[src/rtl/axi_addr_remap.sv]
// AXI4 N-window address remapper; unmapped accesses are answered locally with DECERR.
// Define AXI_REMAP_STATS_EN to add the derr_wr_cnt/derr_rd_cnt DECERR counters.
module axi_addr_remap #(
    parameter int ADDR_W   = 36,
    parameter int DATA_W   = 64,
    parameter int ID_W     = 4,
    parameter int NREGIONS = 1,
    parameter logic [NREGIONS*ADDR_W-1:0] MATCH_BASE  = 36'h0_0000_0000,
    parameter logic [NREGIONS*ADDR_W-1:0] MATCH_MASK  = 36'hF_8000_0000,
    parameter logic [NREGIONS*ADDR_W-1:0] TARGET_BASE = 36'h8_0000_0000,
    parameter int OUTS_W   = 4,
    localparam int STRB_W  = DATA_W/8
) (
    input  logic              clk,
    input  logic              reset,
    input  logic              s_axi_awvalid,
    output logic              s_axi_awready,
    input  logic [ADDR_W-1:0] s_axi_awaddr,
    input  logic [ID_W-1:0]   s_axi_awid,
    input  logic [7:0]        s_axi_awlen,
    input  logic [2:0]        s_axi_awsize,
    input  logic [1:0]        s_axi_awburst,
    input  logic              s_axi_awlock,
    input  logic [3:0]        s_axi_awcache,
    input  logic [2:0]        s_axi_awprot,
    input  logic              s_axi_wvalid,
    output logic              s_axi_wready,
    input  logic [DATA_W-1:0] s_axi_wdata,
    input  logic [STRB_W-1:0] s_axi_wstrb,
    input  logic              s_axi_wlast,
    output logic              s_axi_bvalid,
    input  logic              s_axi_bready,
    output logic [ID_W-1:0]   s_axi_bid,
    output logic [1:0]        s_axi_bresp,
    input  logic              s_axi_arvalid,
    output logic              s_axi_arready,
    input  logic [ADDR_W-1:0] s_axi_araddr,
    input  logic [ID_W-1:0]   s_axi_arid,
    input  logic [7:0]        s_axi_arlen,
    input  logic [2:0]        s_axi_arsize,
    input  logic [1:0]        s_axi_arburst,
    input  logic              s_axi_arlock,
    input  logic [3:0]        s_axi_arcache,
    input  logic [2:0]        s_axi_arprot,
    output logic              s_axi_rvalid,
    input  logic              s_axi_rready,
    output logic [DATA_W-1:0] s_axi_rdata,
    output logic [ID_W-1:0]   s_axi_rid,
    output logic [1:0]        s_axi_rresp,
    output logic              s_axi_rlast,
    output logic              m_axi_awvalid,
    input  logic              m_axi_awready,
    output logic [ADDR_W-1:0] m_axi_awaddr,
    output logic [ID_W-1:0]   m_axi_awid,
    output logic [7:0]        m_axi_awlen,
    output logic [2:0]        m_axi_awsize,
    output logic [1:0]        m_axi_awburst,
    output logic              m_axi_awlock,
    output logic [3:0]        m_axi_awcache,
    output logic [2:0]        m_axi_awprot,
    output logic              m_axi_wvalid,
    input  logic              m_axi_wready,
    output logic [DATA_W-1:0] m_axi_wdata,
    output logic [STRB_W-1:0] m_axi_wstrb,
    output logic              m_axi_wlast,
    input  logic              m_axi_bvalid,
    output logic              m_axi_bready,
    input  logic [ID_W-1:0]   m_axi_bid,
    input  logic [1:0]        m_axi_bresp,
    output logic              m_axi_arvalid,
    input  logic              m_axi_arready,
    output logic [ADDR_W-1:0] m_axi_araddr,
    output logic [ID_W-1:0]   m_axi_arid,
    output logic [7:0]        m_axi_arlen,
    output logic [2:0]        m_axi_arsize,
    output logic [1:0]        m_axi_arburst,
    output logic              m_axi_arlock,
    output logic [3:0]        m_axi_arcache,
    output logic [2:0]        m_axi_arprot,
    input  logic              m_axi_rvalid,
    output logic              m_axi_rready,
    input  logic [DATA_W-1:0] m_axi_rdata,
    input  logic [ID_W-1:0]   m_axi_rid,
    input  logic [1:0]        m_axi_rresp,
    input  logic              m_axi_rlast
`ifdef AXI_REMAP_STATS_EN
    ,
    output logic [31:0]       derr_wr_cnt,
    output logic [31:0]       derr_rd_cnt
`endif
);

    typedef enum logic [1:0] {W_IDLE, W_FWD, W_SINK, W_ERRB} w_state_t;
    typedef enum logic {R_IDLE, R_ERR} r_state_t;

    localparam logic [OUTS_W-1:0] OUTS_MAX = '1;

    w_state_t          w_state, w_next;
    r_state_t          r_state, r_next;
    logic [OUTS_W-1:0] wr_outs, rd_outs;
    logic [ID_W-1:0]   wr_err_id, rd_err_id;
    logic [7:0]        rd_err_len, rd_beat;
    logic              aw_hit, ar_hit;
    logic [ADDR_W-1:0] aw_xaddr, ar_xaddr;
    logic              wr_inc, wr_dec, rd_inc, rd_dec;
    logic              aw_miss_acc, ar_miss_acc, rd_err_adv;

    // Returns {hit, translated addr}; scanning downward lets the lowest index win.
    function automatic logic [ADDR_W:0] decode(input logic [ADDR_W-1:0] addr);
        logic [ADDR_W:0] res;
        res = {1'b0, addr};
        for (int i = NREGIONS-1; i >= 0; i--) begin
            if ((addr & MATCH_MASK[i*ADDR_W +: ADDR_W]) == MATCH_BASE[i*ADDR_W +: ADDR_W])
                res = {1'b1, TARGET_BASE[i*ADDR_W +: ADDR_W] | (addr & ~MATCH_MASK[i*ADDR_W +: ADDR_W])};
        end
        return res;
    endfunction

    assign {aw_hit, aw_xaddr} = decode(s_axi_awaddr);
    assign {ar_hit, ar_xaddr} = decode(s_axi_araddr);

    assign m_axi_awaddr  = aw_xaddr;
    assign m_axi_awid    = s_axi_awid;
    assign m_axi_awlen   = s_axi_awlen;
    assign m_axi_awsize  = s_axi_awsize;
    assign m_axi_awburst = s_axi_awburst;
    assign m_axi_awlock  = s_axi_awlock;
    assign m_axi_awcache = s_axi_awcache;
    assign m_axi_awprot  = s_axi_awprot;
    assign m_axi_wdata   = s_axi_wdata;
    assign m_axi_wstrb   = s_axi_wstrb;
    assign m_axi_wlast   = s_axi_wlast;
    assign m_axi_araddr  = ar_xaddr;
    assign m_axi_arid    = s_axi_arid;
    assign m_axi_arlen   = s_axi_arlen;
    assign m_axi_arsize  = s_axi_arsize;
    assign m_axi_arburst = s_axi_arburst;
    assign m_axi_arlock  = s_axi_arlock;
    assign m_axi_arcache = s_axi_arcache;
    assign m_axi_arprot  = s_axi_arprot;

    // Handshake outputs are held low while reset is asserted.
    always_comb begin
        w_next        = w_state;
        s_axi_awready = 1'b0;
        m_axi_awvalid = 1'b0;
        s_axi_wready  = 1'b0;
        m_axi_wvalid  = 1'b0;
        s_axi_bvalid  = 1'b0;
        s_axi_bid     = m_axi_bid;
        s_axi_bresp   = m_axi_bresp;
        m_axi_bready  = 1'b0;
        wr_inc        = 1'b0;
        aw_miss_acc   = 1'b0;
        if (!reset) begin
            s_axi_bvalid = m_axi_bvalid;
            m_axi_bready = s_axi_bready;
            unique case (w_state)
                W_IDLE: begin
                    if (aw_hit) begin
                        if (wr_outs != OUTS_MAX) begin
                            m_axi_awvalid = s_axi_awvalid;
                            s_axi_awready = m_axi_awready;
                            if (s_axi_awvalid && m_axi_awready) begin
                                wr_inc = 1'b1;
                                w_next = W_FWD;
                            end
                        end
                    end else if (wr_outs == '0) begin
                        s_axi_awready = 1'b1;
                        if (s_axi_awvalid) begin
                            aw_miss_acc = 1'b1;
                            w_next      = W_SINK;
                        end
                    end
                end
                W_FWD: begin
                    m_axi_wvalid = s_axi_wvalid;
                    s_axi_wready = m_axi_wready;
                    if (s_axi_wvalid && m_axi_wready && s_axi_wlast) w_next = W_IDLE;
                end
                W_SINK: begin
                    s_axi_wready = 1'b1;
                    if (s_axi_wvalid && s_axi_wlast) w_next = W_ERRB;
                end
                W_ERRB: begin
                    s_axi_bvalid = 1'b1;
                    s_axi_bid    = wr_err_id;
                    s_axi_bresp  = 2'b11;
                    m_axi_bready = 1'b0;
                    if (s_axi_bready) w_next = W_IDLE;
                end
                default: w_next = W_IDLE;
            endcase
        end
    end

    assign wr_dec = m_axi_bvalid && m_axi_bready;

    always_comb begin
        r_next        = r_state;
        s_axi_arready = 1'b0;
        m_axi_arvalid = 1'b0;
        s_axi_rvalid  = 1'b0;
        s_axi_rdata   = m_axi_rdata;
        s_axi_rid     = m_axi_rid;
        s_axi_rresp   = m_axi_rresp;
        s_axi_rlast   = m_axi_rlast;
        m_axi_rready  = 1'b0;
        rd_inc        = 1'b0;
        ar_miss_acc   = 1'b0;
        rd_err_adv    = 1'b0;
        if (!reset) begin
            unique case (r_state)
                R_IDLE: begin
                    s_axi_rvalid = m_axi_rvalid;
                    m_axi_rready = s_axi_rready;
                    if (ar_hit) begin
                        if (rd_outs != OUTS_MAX) begin
                            m_axi_arvalid = s_axi_arvalid;
                            s_axi_arready = m_axi_arready;
                            rd_inc        = s_axi_arvalid && m_axi_arready;
                        end
                    end else if (rd_outs == '0) begin
                        s_axi_arready = 1'b1;
                        if (s_axi_arvalid) begin
                            ar_miss_acc = 1'b1;
                            r_next      = R_ERR;
                        end
                    end
                end
                R_ERR: begin
                    s_axi_rvalid = 1'b1;
                    s_axi_rdata  = '0;
                    s_axi_rid    = rd_err_id;
                    s_axi_rresp  = 2'b11;
                    s_axi_rlast  = (rd_beat == rd_err_len);
                    if (s_axi_rready) begin
                        if (rd_beat == rd_err_len) r_next = R_IDLE;
                        else rd_err_adv = 1'b1;
                    end
                end
                default: r_next = R_IDLE;
            endcase
        end
    end

    assign rd_dec = m_axi_rvalid && m_axi_rready && m_axi_rlast;

    // Simultaneous increment and decrement leaves the outstanding count unchanged.
    always_ff @(posedge clk) begin
        if (reset) begin
            w_state    <= W_IDLE;
            r_state    <= R_IDLE;
            wr_outs    <= '0;
            rd_outs    <= '0;
            wr_err_id  <= '0;
            rd_err_id  <= '0;
            rd_err_len <= '0;
            rd_beat    <= '0;
        end else begin
            w_state <= w_next;
            r_state <= r_next;
            if (wr_inc && !wr_dec) wr_outs <= wr_outs + 1'b1;
            else if (!wr_inc && wr_dec) wr_outs <= wr_outs - 1'b1;
            if (rd_inc && !rd_dec) rd_outs <= rd_outs + 1'b1;
            else if (!rd_inc && rd_dec) rd_outs <= rd_outs - 1'b1;
            if (aw_miss_acc) wr_err_id <= s_axi_awid;
            if (ar_miss_acc) begin
                rd_err_id  <= s_axi_arid;
                rd_err_len <= s_axi_arlen;
                rd_beat    <= '0;
            end else if (rd_err_adv) begin
                rd_beat <= rd_beat + 8'd1;
            end
        end
    end

`ifdef AXI_REMAP_STATS_EN
    always_ff @(posedge clk) begin
        if (reset) begin
            derr_wr_cnt <= '0;
            derr_rd_cnt <= '0;
        end else begin
            if (aw_miss_acc && derr_wr_cnt != 32'hFFFF_FFFF) derr_wr_cnt <= derr_wr_cnt + 32'd1;
            if (ar_miss_acc && derr_rd_cnt != 32'hFFFF_FFFF) derr_rd_cnt <= derr_rd_cnt + 32'd1;
        end
    end
`endif

endmodule
[config.mk]
export PLATFORM = sky130hd
export DESIGN_NAME = axi_addr_remap
export DESIGN_NICKNAME = d
export VERILOG_FILES = /design/src/rtl/axi_addr_remap.sv
export SDC_FILE = /design/constraint.sdc
export NUM_CORES = 1
export LEC_CHECK = 0
export BUFFER_PORTS_ARGS = -buffer_cell sky130_fd_sc_hd__buf_2
export CAP_MARGIN = 20
export CELL_PAD_IN_SITES_DETAIL_PLACEMENT = 0
export CELL_PAD_IN_SITES_GLOBAL_PLACEMENT = 1
export CORE_AREA = 5 5 215 217
export DETAILED_ROUTE_END_ITERATION = 10
export DIE_AREA = 0 0 220 222
export GPL_TIMING_DRIVEN = 0
export PLACE_DENSITY_LB_ADDON = 0.1
export SKIP_LAST_GASP = 1
export SLEW_MARGIN = 10
export SYNTH_ARGS = -nofsm -noshare
export SYNTH_HDL_FRONTEND = slang
export SYNTH_SLANG_ARGS = --single-unit
[constraint.sdc]
create_clock -name clk -period 3.84 [get_ports clk]
set_input_delay 0.768 -clock clk [delete_from_list [all_inputs] [get_ports clk]]
set_output_delay 0.768 -clock clk [all_outputs]
set_load 0.03 [all_outputs]
Yosys cells after proc, flatten, opt, wreduce, memory -nomap -nowiden
Cells that the tools add are included.

word-level totals
  input port bits = 284
  register bits = 35
  output and inout bits = 282

cells by class
  mux-type cells = 82
  eq/ne operators = 13
  reduce and logical (&&, ||, !) cells = 25
  add/sub/neg operators = 5
  bitwise operators = 1

operators by type and width
  cell                 number
  $mux 64              2
  $mux 37              2
  $logic_not 36->1     2
  $mux 1               54
  $mux 4               8
  $mux 2               12
  $logic_and 1x1->1    12
  $ne 3x3->1 const B   4
  $add 4x1->4 const B  2
  $add 8x1->8 const B  1
  $eq 8x8->1           1
  $logic_not 4->1      2
  $ne 4x4->1 const B   2
  $pmux 2 s4           1
  $sub 4x1->4 const B  2
  $reduce_and 7->1     1
  $ne 2x2->1 const B   3
  $pmux 1 s2           3
  $eq 2x2->1 const B   2
  $logic_not 1->1      4
  $reduce_bool 2->1    2
  $eq 2x1->1 const B   1
  $logic_not 2->1      1
  $reduce_or 2->1      1
  $not 1->1            1

Logic depth before layout (Yosys ltp)
  depth after elaboration = 10
  mapped depth = 13

Worst setup path before layout
No wires, ideal clock.

  kind = input-to-reg
  start point = in s_axi_awaddr[32]
  end point = reg wr_outs[3]
  arrival = 3.591 ns
  setup time = 0.071 ns
  data required time = 3.769 ns
  cell stages on the path = 13
  buffers on the path = 0
  setup slack = 0.178 ns
  path through = or4_1 > nor2_1 > o21ai_1 > nor2_1 > and2_1 > ha_1 > inv_1 > ha_1 > a21o_1 > a21oi_1 > xnor2_1 > or3_1 > a21oi_1

between the ends
  cells in the longest elaborated chain, start to end = 8
  elaborated cells between the ends (all ways) = 10
  classes of those cells = mux (5); reduce/logical (5)

RTL lines
  element                             RTL line  RTL
  from (decl)                         18        input logic [ADDR_W-1:0] s_axi_awaddr,
  $logic_not 36->1 (*)                113       if ((addr & MATCH_MASK[i*ADDR_W +: ADDR_W]) == MATCH_BASE[i*ADDR_W +: ADDR_W])
  $mux 37 (*)                         113
  $mux 1 (*)                          160       if (aw_hit) begin
  $mux 1 (*)                          158       unique case (w_state)
  $mux 1 (*)                          155       if (!reset) begin
  $logic_not 1->1                     265       else if (!wr_inc && wr_dec) wr_outs <= wr_outs - 1'b1;
  $logic_and 1x1->1                   265
  $reduce_bool 2->1 (no source line)  n/a
  to (signal assigned)                264       if (wr_inc && !wr_dec) wr_outs <= wr_outs + 1'b1;
  to (signal assigned)                265
  to (decl)                           100       logic [OUTS_W-1:0] wr_outs, rd_outs;

Mark *: on every way between the ends. The rest lies on a longest branch, timed or not.
A chain may end at the register's enable or synchronous reset.

Final worst setup path
Ends and elaborated chain as after synthesis.

==> impl_metrics.yaml <==
worst_setup_path:
  reg2reg_depth: 13
  cp_data_required_time_ns: 4.05
  crit_path_end_kind: "flip-flop"
  reg2reg_to: "wr_outs[3]"
  regToRegSetupSlack_ns: 1.11
  arrival_ns: 3.63
  crit_type: "input pin to flip-flop"
  r2r_start: "w_state[0]"
  worstSetupStartpointType: "input pin"
  path_cells: "buf_2 -> or4_1 -> nor2_1 -> o21ai_1 -> nor2_1 -> and2_1 -> ha_1 -> inv_1 -> ha_1 -> a21o_1 -> a21oi_1 -> xnor2_1 -> or3_1 -> a21oi_1"
  max_stage_delay_ns: 0.59
  critPathSlowestCell: "or4_1"
  worst-path-max-fanout: 4
die:
  num_rows: 77
  dieWidth_um: 220
  io_pins: 566
  die_y_um: 222
  initial_utilization_pct: 9.208
  die-area_um2: 48840
  core-area_um2: 43930
finish:
  layout.nets: 1201
  diodes: 0
  area_growth_pct: 70.92
  drive_gt1_share_pct: 68.36
global_routing:
  grt_max_degree: 12
  grtUsageTotal_pct: 8.073
  grt_overflow: 0
  grt_pass1_wl_um: 29760
  antenna_found_initial: 3
  first_global_vias: 4590
sta:
  fin_hold_ws_ns: 0.4749
  post-route-period-util_pct: 89.05
  slew_headroom_pct: 58.21
  period_needed_ns: 3.419
  final.setup_skew_ns: 0.006568
  setup_tns_ns: 0
  worstMarginPinSlew_ns: 0.6269
  max_clock_freq_mhz: 292.5
  setup_violations: 0
  drv_slew: 0
  rsz0062_at_grt: "no"
  hold_viol_final: 0
clock_network:
  htree_levels: 2
  clk_pin_slew_ns: 0.06
  post_cts_buffers: 0
  cts_hold_buf: 0
  numCtsBuffers: 5
  root_buffer: "clkbuf_16"
  cts_resized: 0
  cts.path.max_buffers: 2
  tritoncts: "yes"
  cts.sinks: 35
  clk_latency_ns: 0.29
route:
  ant_nets: 0
  drtPass1Iterations: 6
  wl_um: 21830
  drc: 0
  vias: 4508
  drt_iter0_drc: 78
  wl_per_cell_um: 14.59
  via_per_inst: 3.013
place:
  portBuffers: 397
  gp_congestion: 0.7415
  place_hpwl_um: 19940
logic_synthesis:
  yosys.cell_types.count: 52
  avgSynthCellArea_um2: 8.106
  yosys_register_bits: 35
  ys_warn_count: 0
  synthCells: 499
  yosys_most_used_dff: "dfxtp_1"
  netlist_area_um2: 4045
  synth-seq-area-share_pct: 17.32
  synth_edf_count: 0
  syn_nets: 797
  async_flop_share_pct: 0
worst_hold_path:
  min_to: "rd_err_id[3]"
  min_path_type: "flip-flop to flip-flop"
  holdPathStages: 1
  worstHoldStart: "rd_err_id[3]"
power:
  ir_worst_vdd_mv: 0.1316
  power.density_nw_per_um2: 284.4
  p_leak_nw: 3.662
flow_run:
  drv_cap: 0
status:
  status: "finished, final reports clean"
per-stage QoR:
step	cell area, µm²	instances	util (%)	worst slack (ns)	total power, mW
floorplan	4045	499	-	0.1784	1.233
global placement	6773	1488	15.42	0.04721	1.603
detailed placement	6773	1488	15.42	0.06410	1.584
CTS	6914	1496	15.74	0.3477	2.022
global route	6914	1496	15.74	0.2255	2.100
finish	6914	1496	15.74	0.4207	1.966
synthesized netlist by cell type (2+ instances only):
cell | instances | area (µm²)
xnor2_1 | 9 | 78.83
nor2_1 | 28 | 105.1
nand3b_1 | 2 | 15.01
ha_1 | 12 | 150.1
nor4_4 | 2 | 42.54
a22o_1 | 12 | 105.1
clkbuf_1 | 16 | 60.06
or3_1 | 3 | 18.77
a31oi_1 | 4 | 25.02
and2_1 | 67 | 419.2
nand2b_1 | 9 | 56.30
nor3_1 | 4 | 20.02
xor2_2 | 2 | 32.53
o21ai_0 | 3 | 15.01
xor2_1 | 8 | 70.07
a2111oi_2 | 3 | 45.04
a21oi_1 | 11 | 55.05
buf_2 | 3 | 15.01
a21o_1 | 2 | 15.01
buf_6 | 2 | 22.52
nand2_1 | 10 | 37.54
dfxtp_1 | 35 | 700.7
inv_1 | 11 | 41.29
nor4_1 | 2 | 12.51
nor3b_1 | 2 | 15.01
o21ai_1 | 2 | 10.01
mux2_2 | 9 | 101.4
buf_4 | 186 | 1396
nand4_1 | 3 | 18.77
fa_1 | 2 | 40.04
mux2i_1 | 10 | 100.1
nand3_1 | 5 | 25.02
layout by cell type, fill, tap and decap left out, types with 2 or more instances in the layout:
cell	instances
xnor2_1	9
nand3_1	5
buf_2	400
xor2_1	8
nor4_4	2
buf_4	186
inv_1	11
dfxtp_1	35
nor2_1	28
mux2i_1	10
ha_1	12
clkbuf_16	5
o21ai_1	2
xor2_2	2
a21oi_1	11
a21o_1	2
nor3_1	4
or3_1	3
a2111oi_2	3
clkbuf_1	17
nand4_1	3
mux2_2	9
nand2_1	10
o21ai_0	3
nor4_1	2
nand3b_1	2
a31oi_1	4
nand2b_1	9
and2_1	67
fa_1	2
nor3b_1	2
a22o_1	12
buf_6	2
report_power, final:
part / switching (mW) / total [mW] / internal (mW)
clock: 0.172 / 0.412 / 0.240
combinational: 0.698 / 1.13 / 0.431
sequential: 0.0326 / 0.425 / 0.392
total: 0.903 / 1.97 / 1.06
cell families (layout without fill, tap and decap cells):
group	after synthesis	in the layout	share of synthesized area (%)
AO/OA/AOI/OAI	46	46	8.753
XOR/XNOR	19	19	4.485
adder cells (fa/ha/maj)	14	14	4.701
flip-flops	35	35	17.32
multiplexers	20	20	5.258
buffers and inverters	219	624	38.05
AND/OR/NAND/NOR	146	146	21.44
flip-flops by register name, summed over array words and instances, names as in the netlist:
name,flops
w_state,2
wr_outs,4
rd_err_id,4
wr_err_id,4
rd_err_len,8
rd_beat,8
rd_outs,4
r_state,1
worst max-delay path, delay by kind of cell:
family	cells	cell delay, ns
xor gates and xnor gates	1	0.10
AOI/OAI and AO/OA	4	0.61
and+or+nand+nor	5	1.50
adders and majority gates	2	0.46
buffers and inverters	2	0.21
per-layer routing:
layer	track usage (%)	share of wire, %	vias to the layer above	routed length [µm]
met3	2.854	11	13	2356
met2	16.19	55	275	12100
met5	0	0.060	-	13
met1	7.774	33	1979	7122
met4	1.691	1.1	2	240
li1	-	-	2239	-
worst max path at each step:
| stage | start | end | slack (ns) | cells past startpoint |
|---|---|---|---|---|
| 6_report | s_axi_awaddr[32] | wr_outs[3] | 0.42 | 14 |
| 5_1_grt | s_axi_awaddr[32] | wr_outs[3] | 0.23 | 14 |
| 4_1_cts | s_axi_awaddr[32] | wr_outs[3] | 0.35 | 14 |
| 3_5_place_dp | s_axi_awaddr[32] | wr_outs[3] | 0.06 | 14 |
| 3_3_place_gp | s_axi_awaddr[32] | wr_outs[3] | 0.05 | 14 |
| 2_1_floorplan | s_axi_awaddr[32] | wr_outs[3] | 0.18 | 13 |
layout make-up:
class	instances	area [µm²]
fill	5135	37020
timing repair buffer	397	1987
multi-input combinational	245	1805
buffer	208	1498
tap	592	740.7
sequential	35	700.7
clock buffer	6	128.9
inverter	11	41.29
clock inverter	2	12.51
(Power assumes the default switching activity.)
